### src/rtl/pc_fetch_unit.sv
// Instruction fetch stage: PC register, IF/ID pipeline register and a small
// load/fetch/halt controller, with internally synchronized reset release.
module pc_fetch_unit #(
  parameter logic [31:0] RESET_PC  = 32'h00000000,
  parameter logic [31:0] HALT_WORD = 32'hFFFFFFFF
) (
  input  logic        clock,
  input  logic        reset,
  input  logic        programLoaded,
  input  logic [31:0] fullInstruction,
  input  logic        stall,
  input  logic        branchTaken,
  input  logic [31:0] branchTarget,
  input  logic        jumpTaken,
  input  logic [31:0] jumpTarget,
  output logic [31:0] toPC,
  output logic [31:0] IF_ID_instruction,
  output logic [31:0] IF_ID_pcPlus4,
  output logic        IF_ID_valid,
  output logic        halted,
  output logic [31:0] fetchCount
);

  typedef enum logic [1:0] {
    WAIT_LOAD = 2'd0,
    FETCH     = 2'd1,
    HALT      = 2'd2
  } fetch_state_t;

  fetch_state_t state_q, state_d;
  logic [31:0]  pc_q, pc_d;
  logic [31:0]  instr_q, instr_d;
  logic [31:0]  pc4_q, pc4_d;
  logic         valid_q, valid_d;
  logic [31:0]  count_q, count_d;
  logic [31:0]  pc_plus4;
  logic [1:0]   rst_sync_q;
  logic         rst_n_int;

  // Assertion is immediate; release is delayed two clocks so the first state
  // change lands no earlier than the second edge after reset goes high.
  always_ff @(posedge clock or negedge reset) begin
    if (!reset) rst_sync_q <= 2'b00;
    else        rst_sync_q <= {rst_sync_q[0], 1'b1};
  end

  assign rst_n_int = rst_sync_q[1];
  assign pc_plus4  = pc_q + 32'd4;

  always_ff @(posedge clock or negedge rst_n_int) begin
    if (!rst_n_int) begin
      state_q <= WAIT_LOAD;
      pc_q    <= RESET_PC;
      instr_q <= 32'd0;
      pc4_q   <= 32'd0;
      valid_q <= 1'b0;
      count_q <= 32'd0;
    end else begin
      state_q <= state_d;
      pc_q    <= pc_d;
      instr_q <= instr_d;
      pc4_q   <= pc4_d;
      valid_q <= valid_d;
      count_q <= count_d;
    end
  end

  always_comb begin
    state_d = state_q;
    pc_d    = pc_q;
    instr_d = instr_q;
    pc4_d   = pc4_q;
    valid_d = valid_q;
    count_d = count_q;
    case (state_q)
      WAIT_LOAD: begin
        pc_d    = RESET_PC;
        valid_d = 1'b0;
        if (programLoaded) state_d = FETCH;
      end
      FETCH: begin
        // Losing the program outranks everything; redirects outrank halt.
        if (!programLoaded) begin
          state_d = WAIT_LOAD;
          pc_d    = RESET_PC;
          valid_d = 1'b0;
        end else if (branchTaken) begin
          pc_d    = {branchTarget[31:2], 2'b00};
          valid_d = 1'b0;
          instr_d = 32'd0;
        end else if (jumpTaken) begin
          pc_d    = {jumpTarget[31:2], 2'b00};
          valid_d = 1'b0;
          instr_d = 32'd0;
        end else if (stall) begin
          pc_d = pc_q;
        end else if (fullInstruction == HALT_WORD) begin
          state_d = HALT;
          valid_d = 1'b0;
        end else begin
          instr_d = fullInstruction;
          pc4_d   = pc_plus4;
          valid_d = 1'b1;
          pc_d    = pc_plus4;
          if (count_q != 32'hFFFFFFFF) count_d = count_q + 32'd1;
        end
      end
      HALT: begin
        valid_d = 1'b0;
      end
      default: begin
        state_d = WAIT_LOAD;
        pc_d    = RESET_PC;
        valid_d = 1'b0;
      end
    endcase
  end

  assign toPC              = pc_q;
  assign IF_ID_instruction = instr_q;
  assign IF_ID_pcPlus4     = pc4_q;
  assign IF_ID_valid       = valid_q;
  assign halted            = (state_q == HALT);
  assign fetchCount        = count_q;

endmodule

### config.mk
export PLATFORM = sky130hd
export DESIGN_NAME = pc_fetch_unit
export DESIGN_NICKNAME = d
export VERILOG_FILES = /design/src/rtl/pc_fetch_unit.sv
export SDC_FILE = /design/constraint.sdc
export NUM_CORES = 1
export LEC_CHECK = 0
export BUFFER_PORTS_ARGS = -buffer_cell sky130_fd_sc_hd__buf_2
export CAP_MARGIN = 20
export CORE_MARGIN = 5
export CORE_UTILIZATION = 47
export CTS_BUF_LIST = sky130_fd_sc_hd__clkbuf_4
export DETAILED_ROUTE_END_ITERATION = 8
export HOLD_SLACK_MARGIN = 0.1
export MAX_ROUTING_LAYER = met4
export PLACE_DENSITY = 0.88
export SYNTH_ARGS = -nofsm -noshare
export SYNTH_HDL_FRONTEND = slang
export SYNTH_SLANG_ARGS = --single-unit
### constraint.sdc
create_clock -name clock -period 4 [get_ports clock]
set_clock_uncertainty 0.1 [all_clocks]
set_input_delay 0.4 -clock clock [delete_from_list [all_inputs] [get_ports clock]]
set_output_delay 0.4 -clock clock [all_outputs]
set_load 0.05 [all_outputs]
-- Word level (Yosys, flattened, before mapping)
Cells that the tools add are included.
- add/subtract/negate cells: 2
- bitwise logic cells: 5
- multiplexer cells: 23
- reduce and logical (&&, ||, !) cells: 6
- equal/unequal tests: 13
- operators with widths (kind ; count):
    32-bit 2-to-1 mux ; 9
    32-bit one-hot mux with 2 select lines ; 1
    32-bit by 1-bit adder with 32-bit output, second input constant ; 1
    32-bit by 3-bit adder with 32-bit output, second input constant ; 1
    32-bit == test, second input constant ; 1
    32-bit inequality test, second input constant ; 1
    3-bit inequality test, second input constant ; 5
    2-bit 2-to-1 mux ; 6
    6-bit AND reduction ; 2
    5-bit inequality test, second input constant ; 2
    7-bit AND reduction ; 1
    1-bit 2-to-1 mux ; 6
    2-bit one-hot mux with 3 select lines ; 1
    1-bit inverter ; 5
    4-bit AND reduction ; 1
    3-bit by 1-bit inequality test with 1-bit output, second input constant ; 1
    3-bit AND reduction ; 1
    2-bit by 1-bit == test with 1-bit output, second input constant ; 1
    2-bit == test, second input constant ; 1
    2-bit logical NOT ; 1
    2-bit inequality test, second input constant ; 1
- logic and storage cells: 56
- output and inout bits: 130
- register bits after elaboration: 133
- input port bits: 102

-- Longest topological paths before layout
Gate-level depths: netlist of the first run.
- depth in word-level cells: 7
- gate-level depth with buffers: 8
- depth with buffers taken out: 7

-- Worst setup path after synthesis of the first run
OpenSTA, ideal clock, no wires.
- kind: register to register
- start point: register count_q[0], in the netlist fetchCount[0]
- end point: register count_q[26], in the netlist fetchCount[26]
- cell stages (with the launch flop): 8
- required time: 3757 ps
- setup time: 143 ps
- period minus slack after synthesis: 2453 ps
- buffers on the path: 0
- arrival: 2211 ps
- slack: 1547 ps
- cells stage by stage: dfrtp_1 > ha_1 > nand3_1 > nor2_1 > nand3_1 > nor3_1 > nand4_1 > xnor2_1
- cells in the longest elaborated chain, start to end: 2
- elaborated cells between the ends (all ways): 3
- those cells by class: 1 x add/sub; 1 x eq/ne; 1 x reduce/logical
- RTL lines (what ; RTL line ; RTL):
    start, declared ; 35 ; logic [31:0] count_q, count_d;
    start signal, assigned ; 64 ; count_q <= count_d;
    parallel branches: the longest is 2 deep, another holds 32-bit by 1-bit adder with 32-bit output ; - ;
Parallel ways; which one is timed is not known.
A chain may end at the register's enable or synchronous reset.

-- Final worst setup path of the first run
- start point: register pc_q[2], in the netlist toPC[2]
- end point: register pc_q[28], in the netlist toPC[28]
- cells in the longest elaborated chain, start to end: 7
- RTL lines (what ; RTL line ; RTL):
    start, declared ; 31 ; logic [31:0] pc_q, pc_d;
    start signal, assigned ; 60 ; pc_q <= pc_d;
    32-bit by 3-bit adder with 32-bit output ; 48 ; assign pc_plus4 = pc_q + 32'd4;
    32-bit 2-to-1 mux ; 97 ; end else if (fullInstruction == HALT_WORD) begin
    32-bit 2-to-1 mux ; 95 ; end else if (stall) begin
    32-bit 2-to-1 mux ; 91 ; end else if (jumpTaken) begin
    32-bit 2-to-1 mux ; 87 ; end else if (branchTaken) begin
    32-bit 2-to-1 mux ; 83 ; if (!programLoaded) begin
    32-bit one-hot mux with 2 select lines ; 75 ; case (state_q)
No other way between the ends. The select of a mux whose other input is x is not followed.

==> results.cfg, run 1 <==
[status]
outcome = completed

[logic_synthesis]
ys_types = 56
synth.most_common_cell = dfrtp_1
yosysTopAreaCell = dfrtp_1
synth_edf_count = 0
synthTopCellsByArea = dfrtp_1 (50%), a22o_1 (5.3%), xnor2_1 (5.3%)
synthArstFlopShare = 1.00
yosysTopAreaCellShare = 0.504
synth_commonest_cells = dfrtp_1 (129), nand2_1 (61), nor2_1 (55)
syn_avg_cell_area_um2 = 9.81
syn_inst = 653
synth_area_um2 = 6400
ys_ff_latch = 129
synth_ff_type = dfrtp_1
ys_seq_area_frac = 0.504
yosys_warnings = 0

[route]
final_antenna_net_count = 0
vias = 6423
drc = 0
first_iter_violations = 472
dr.pass1.iters = 5
viasPerCell = 5.69
drt-wirelength-per-cell_um = 18.3
routed_wl_um = 20700

[clock_tree]
cts_tree = built
clkSinkCount = 129
clk_latency_ns = 0.56
ctsResizeCount = 0
post_cts_buffers = 0
path_clk_slew_ns = 0.12
cts_max_path_buffers = 2
root_buffer = clkbuf_4
htree_levels = 4
cts_buffers = 17

[global_route]
antenna_found_initial = 0
gr-total-overflow = 0
grt.total_usage = 0.268
grt_pass1_vias = 6440
grt_max_degree = 63
grt_first_pass_wirelength_um = 33400

[power]
p_sw_frac = 0.370
ir_drop_mv = 0.256
p_switching_mw = 1.23
leakagePower_nw = 4.21
p_clk_frac = 0.285
power.density_nw_per_um2 = 384
comb_power_share = 0.261
p_seq_frac = 0.454
internal_power_mw = 2.10

[setup_path]
critical_path_arrival_ns = 3.62
end_kind = flop
r2r-end = toPC[28]$_DFFE_PN0P_
criticalPathCategory = reg -> reg
crit_fanout = 9
r2r_start = toPC[2]$_DFFE_PN0P_
r2r_slack_ns = 0.78
rr_worst_depth = 8
required_ns = 4.40
cp-start-kind = flop

[final_layout]
drive_gt1_frac = 0.290
areaGrowthSynthToFinish_pct = 35.3
final_cells = 1129
antenna_cells = 0
nets = 1044
fin_area_um2 = 8670

[sta]
tightest_slew_ns = 0.845
rsz0062_at_grt = false
finalSetupViolCount = 0
fmax_mhz = 310
slew_viol_final = 0
slew_headroom = 0.436
period_share = 0.805
min_period_ns = 3.22
timing.setup.tns_ns = 0
hold_violations = 0

[hold_path]
hold_start = branchTaken
holdPathStages = 4
min_to = state_q[0]$_DFFE_PN0P_
hold_class = in -> reg

[floorplan]
rows = 42
start_util = 0.482
die_w_um = 127
core_area_um2 = 13300
dieArea_um2 = 16100
io_pins = 232
die_h_um = 127

[placed_design]
numPortBuffers = 223
place_congestion = 0.896
placed_area_um2 = 7700
dpl.hpwl_um = 14200
dpl.cell_count = 1031

[flow_run]
max_cap_violations = 0
-- per-stage QoR --
step                      utilization  power (mW)  hold slack (ns)  worst slack, ns
after floorplan                     -        2.10          0.00441           0.0399
after global placement          0.580        2.33           0.0919             1.00
after detailed placement        0.580        2.35           0.0953            0.942
after CTS                       0.652        3.34            0.122            0.866
after global routing            0.652        3.48            0.125            0.656
final                           0.652        3.33            0.153            0.779
-- state kept, by name, indices dropped and copies added (netlist names) --
name	cells
IF_ID_valid	1
fetchCount	32
toPC	30
state_q	2
IF_ID_pcPlus4	30
rst_sync_q	2
IF_ID_instruction	32
-- worst max-delay path, stage by stage, from the launching register on --
cell	delay (ns)
dfrtp_1	0.47
ha_1	0.28
nand4_1	0.22
nor3_1	0.42
nand3_1	0.39
nor4_1	0.34
a211oi_1	0.10
o31ai_1	0.24
dlygate4sd3_1	0.60
-- per-layer routing --
metal  vias to the layer above  global-route usage  routed length (um)
li1                       2958                   -                   -
met1                      3077               0.336                8390
met2                       338               0.427               10000
met3                        50              0.0748                1820
met4                         0              0.0782                 450
met5                         -                   -                   0
-- worst max-delay path by stage --
stage,slack (ns),depth (start not counted),to,from
2_1_floorplan,0.04,0,IF_ID_instruction[0]$_DFFE_PN0P_,rst_sync_q[1]$_DFF_PN0_
3_3_place_gp,1.00,8,toPC[31]$_DFFE_PN0P_,fullInstruction[24]
3_5_place_dp,0.94,8,toPC[31]$_DFFE_PN0P_,fullInstruction[7]
4_1_cts,0.87,8,toPC[28]$_DFFE_PN0P_,toPC[2]$_DFFE_PN0P_
5_1_grt,0.66,8,toPC[28]$_DFFE_PN0P_,toPC[2]$_DFFE_PN0P_
6_report,0.78,8,toPC[28]$_DFFE_PN0P_,toPC[2]$_DFFE_PN0P_
-- cell type report --
cell class	count	area, um^2
Fill cell	1034	4630
Sequential cell	129	3230
Multi-Input combinational cell	477	3000
Timing Repair Buffer	299	1850
Tap cell	176	220
Clock inverter	14	165
Clock buffer	18	135
Inverter	16	60.1
-- what timing repair did --
action | 4_1_cts | 5_1_grt
endpoints found under the setup margin | 0 | 0
hold buffers | 66 | 0
endpoints found under the hold margin | 59 | 0
-- cells in the final DEF (no fill, tap or decap), types with 3 or more instances in the layout --
cell type and count:
buf_2 223, dfrtp_1 128, xor2_1 17, o21ai_0 37
o22ai_1 11, mux2i_1 4, nand2_1 61, nand4_1 25
buf_4 10, and2_1 3, nor2b_1 3, a32o_1 3
nand2b_1 8, nand3_1 26, nor4_1 5, dlygate4sd3_1 66
clkbuf_4 18, nor3_1 14, and4_1 3, xnor2_1 39
or3_1 4, clkinv_4 3, a21oi_1 45, inv_1 15
o2bb2ai_1 3, clkinvlp_4 3, o21a_1 4, conb_1 5
o31ai_1 15, o41ai_1 4, nor2_1 55, bufinv_16 3
a22o_1 39, and3_1 10
-- cells by family after synthesis --
| family | synth area share |
|---|---|
| and+or+nand+nor | 0.182 |
| AOI/OAI and AO/OA | 0.193 |
| DFF | 0.504 |
| xor gates and xnor gates | 0.0766 |
| buffers and inverters | 0.0328 |
| muxes | 0.00625 |
| adders and majority gates | 0.00391 |
| other | 0.00117 |
-- power by group through the flow --
stage	Clock [mW]	Sequential, mW	Combinational (mW)
after floorplan	0	1.91	0.194
after global placement	0	1.53	0.805
after detailed placement	0	1.53	0.816
after CTS	0.967	1.51	0.867
after global routing	1.03	1.53	0.922
final	0.948	1.51	0.870
Note: power is estimated with default switching activity, not from simulation.
==> run 2: changes to the inputs <==
==> constraint.sdc (replaced) <==
create_clock -name clock -period 2.7 [get_ports clock]
set_clock_uncertainty 0.1 [all_clocks]
set_input_delay 0.27 -clock clock [delete_from_list [all_inputs] [get_ports clock]]
set_output_delay 0.27 -clock clock [all_outputs]
set_load 0.05 [all_outputs]
==> run 2 against run 1 <==
Power grew 54%; first-iteration DRC count up 31%; die area unchanged; final cell count rose by 4.8%; sequential power grew 48%; maximum frequency increased by 19%.
==> results.cfg, run 2 (synthesized netlist as in run 1, its figures left out) <==
[placed_design]
dpl.hpwl_um = 14400
place_congestion = 0.866
numPortBuffers = 223
placed_area_um2 = 7870

[final_layout]
final_common_cell = buf_2
nets = 1098
antenna_cells = 0
drive_gt1_frac = 0.312
areaGrowthSynthToFinish_pct = 44.1
final_cell_mix = buf_2 (223), dfrtp_1 (120), dlygate4sd3_1 (97)
fin_area_um2 = 9230

[setup_path]
slowest_stage = dlygate4sd3_1
rr_worst_depth = 8
slowest_delay_ns = 0.57
crit_fanout = 5
r2r_slack_ns = 0.004
r2r-end = toPC[11]$_DFFE_PN0P_
worstPathCellList = buf_4 -> nand3_1 -> nor3_1 -> nand2_1 -> o31ai_1 -> o21ai_0 -> dlygate4sd3_1 -> o22ai_1
r2r_start = toPC[2]$_DFFE_PN0P_
cp.depth = 8
crit_family = simple AND/OR/NAND/NOR gates
critical_path_arrival_ns = 3.08
crit_buf_inv = 2
criticalPathCategory = reg -> reg
cp-start-kind = flop
required_ns = 3.08
end_kind = flop

[global_route]
antenna_found_initial = 0
grt_pass1_vias = 6988
gr-total-overflow = 0
grt_first_pass_wirelength_um = 36100
grt_max_degree = 51
grt.total_usage = 0.290

[status]
outcome = completed

[clock_tree]
cts_tree = built
cts_max_path_buffers = 2
root_buffer = clkbuf_4
cts_buffers = 17
clkSinkCount = 129
path_clk_slew_ns = 0.13
htree_levels = 4
clk_latency_ns = 0.56

[route]
drt-wirelength-per-cell_um = 19.2
routed_wl_um = 22700
final_antenna_net_count = 0
first_iter_violations = 620
drc = 0
vias = 6739
dr.pass1.iters = 8
viasPerCell = 5.70

[floorplan]
rows = 42
io_pins = 232
die_h_um = 127
start_util = 0.482
dieArea_um2 = 16100
core_area_um2 = 13300
die_w_um = 127

[hold_path]
min_to = toPC[15]$_DFFE_PN0P_
holdPathStages = 4
hold_start = branchTarget[15]
hold_class = in -> reg

[sta]
rsz0062_at_grt = true
slew_viol_final = 0
whs_ns = 0.165
hold_violations = 0
timing.setup.tns_ns = 0
slew_headroom = 0.585
fmax_mhz = 371
finalSetupViolCount = 0
tightest_slew_ns = 0.622
period_share = 0.999
min_period_ns = 2.70

[power]
ir_drop_mv = 0.520
power_mw = 5.13
power.density_nw_per_um2 = 556
leakagePower_nw = 4.47

[flow_run]
max_cap_violations = 0
==> run 2: changes by cell type in the layout (fill, tap and decap cells not counted), sizes merged <==
| cell | previous run | this run |
|---|---|---|
| buf | 233 | 256 |
| clkinvlp | 3 | 2 |
| clkinv | 7 | 3 |
| dlygate4sd3 | 66 | 97 |
| clkbuf | 18 | 17 |
| inv | 17 | 23 |
==> run 2: power breakdown <==
| group | switching (mW) | internal (mW) | total (mW) |
|---|---|---|---|
| clock network | 0.835 | 0.672 | 1.51 |
| logic | 0.955 | 0.427 | 1.38 |
| registers | 0.150 | 2.09 | 2.24 |
| total | 1.94 | 3.19 | 5.13 |
==> run 2: per-stage QoR <==
| stage | util | instances | worst slack, ns |
|---|---|---|---|
| 2_1_floorplan | - | 656 | 0.247 |
| 3_3_place_gp | 0.592 | 1049 | 0.386 |
| 3_5_place_dp | 0.592 | 1049 | 0.243 |
| 4_1_cts | 0.689 | 1178 | 0.0227 |
| 5_1_grt | 0.694 | 1183 | -0.0894 |
| 6_report | 0.694 | 1183 | 0.00384 |
==> run 2: final cells by class <==
| type | instances | area (um^2) |
|---|---|---|
| clock buffers | 17 | 128 |
| clock inverters | 15 | 198 |
| fillers | 955 | 4060 |
| inverters | 16 | 60.1 |
| multi-input cells | 477 | 3020 |
| flip-flops and latches | 129 | 3240 |
| well taps | 176 | 220 |
| repair buffers | 353 | 2360 |
==> run 2: worst max-delay path by stage <==
stage	start	end	slack [ns]
after floorplan	fetchCount[0]$_DFFE_PN0P_	fetchCount[26]$_DFFE_PN0P_	0.25
after global placement	toPC[3]$_DFFE_PN0P_	toPC[26]$_DFFE_PN0P_	0.39
after detailed placement	toPC[3]$_DFFE_PN0P_	toPC[24]$_DFFE_PN0P_	0.24
after CTS	toPC[10]$_DFFE_PN0P_	toPC[29]$_DFFE_PN0P_	0.02
after global routing	toPC[2]$_DFFE_PN0P_	toPC[11]$_DFFE_PN0P_	-0.09
final	toPC[2]$_DFFE_PN0P_	toPC[11]$_DFFE_PN0P_	0.004
==> run 2: metal layers <==
metal	wire [um]	vias to the layer above	global-route usage
li1	-	3051	-
met1	8620	3234	0.339
met2	11500	385	0.482
met3	1990	69	0.0811
met4	622	0	0.102
met5	0	-	-
==> run 2: timing repair <==
action / in CTS / in global routing
resized for setup: 0 / 13
endpoints found under the hold margin: 66 / 0
buffers inserted: 0 / 5
hold buffers: 97 / 0
endpoints found under the setup margin: 0 / 12
==> run 2: worst register-to-register path, delay by kind of cell (launching register included) <==
family	cells	cell delay, ns
compound gates	3	0.50
buf+inv	2	0.72
flops	1	0.38
simple gates	3	0.93
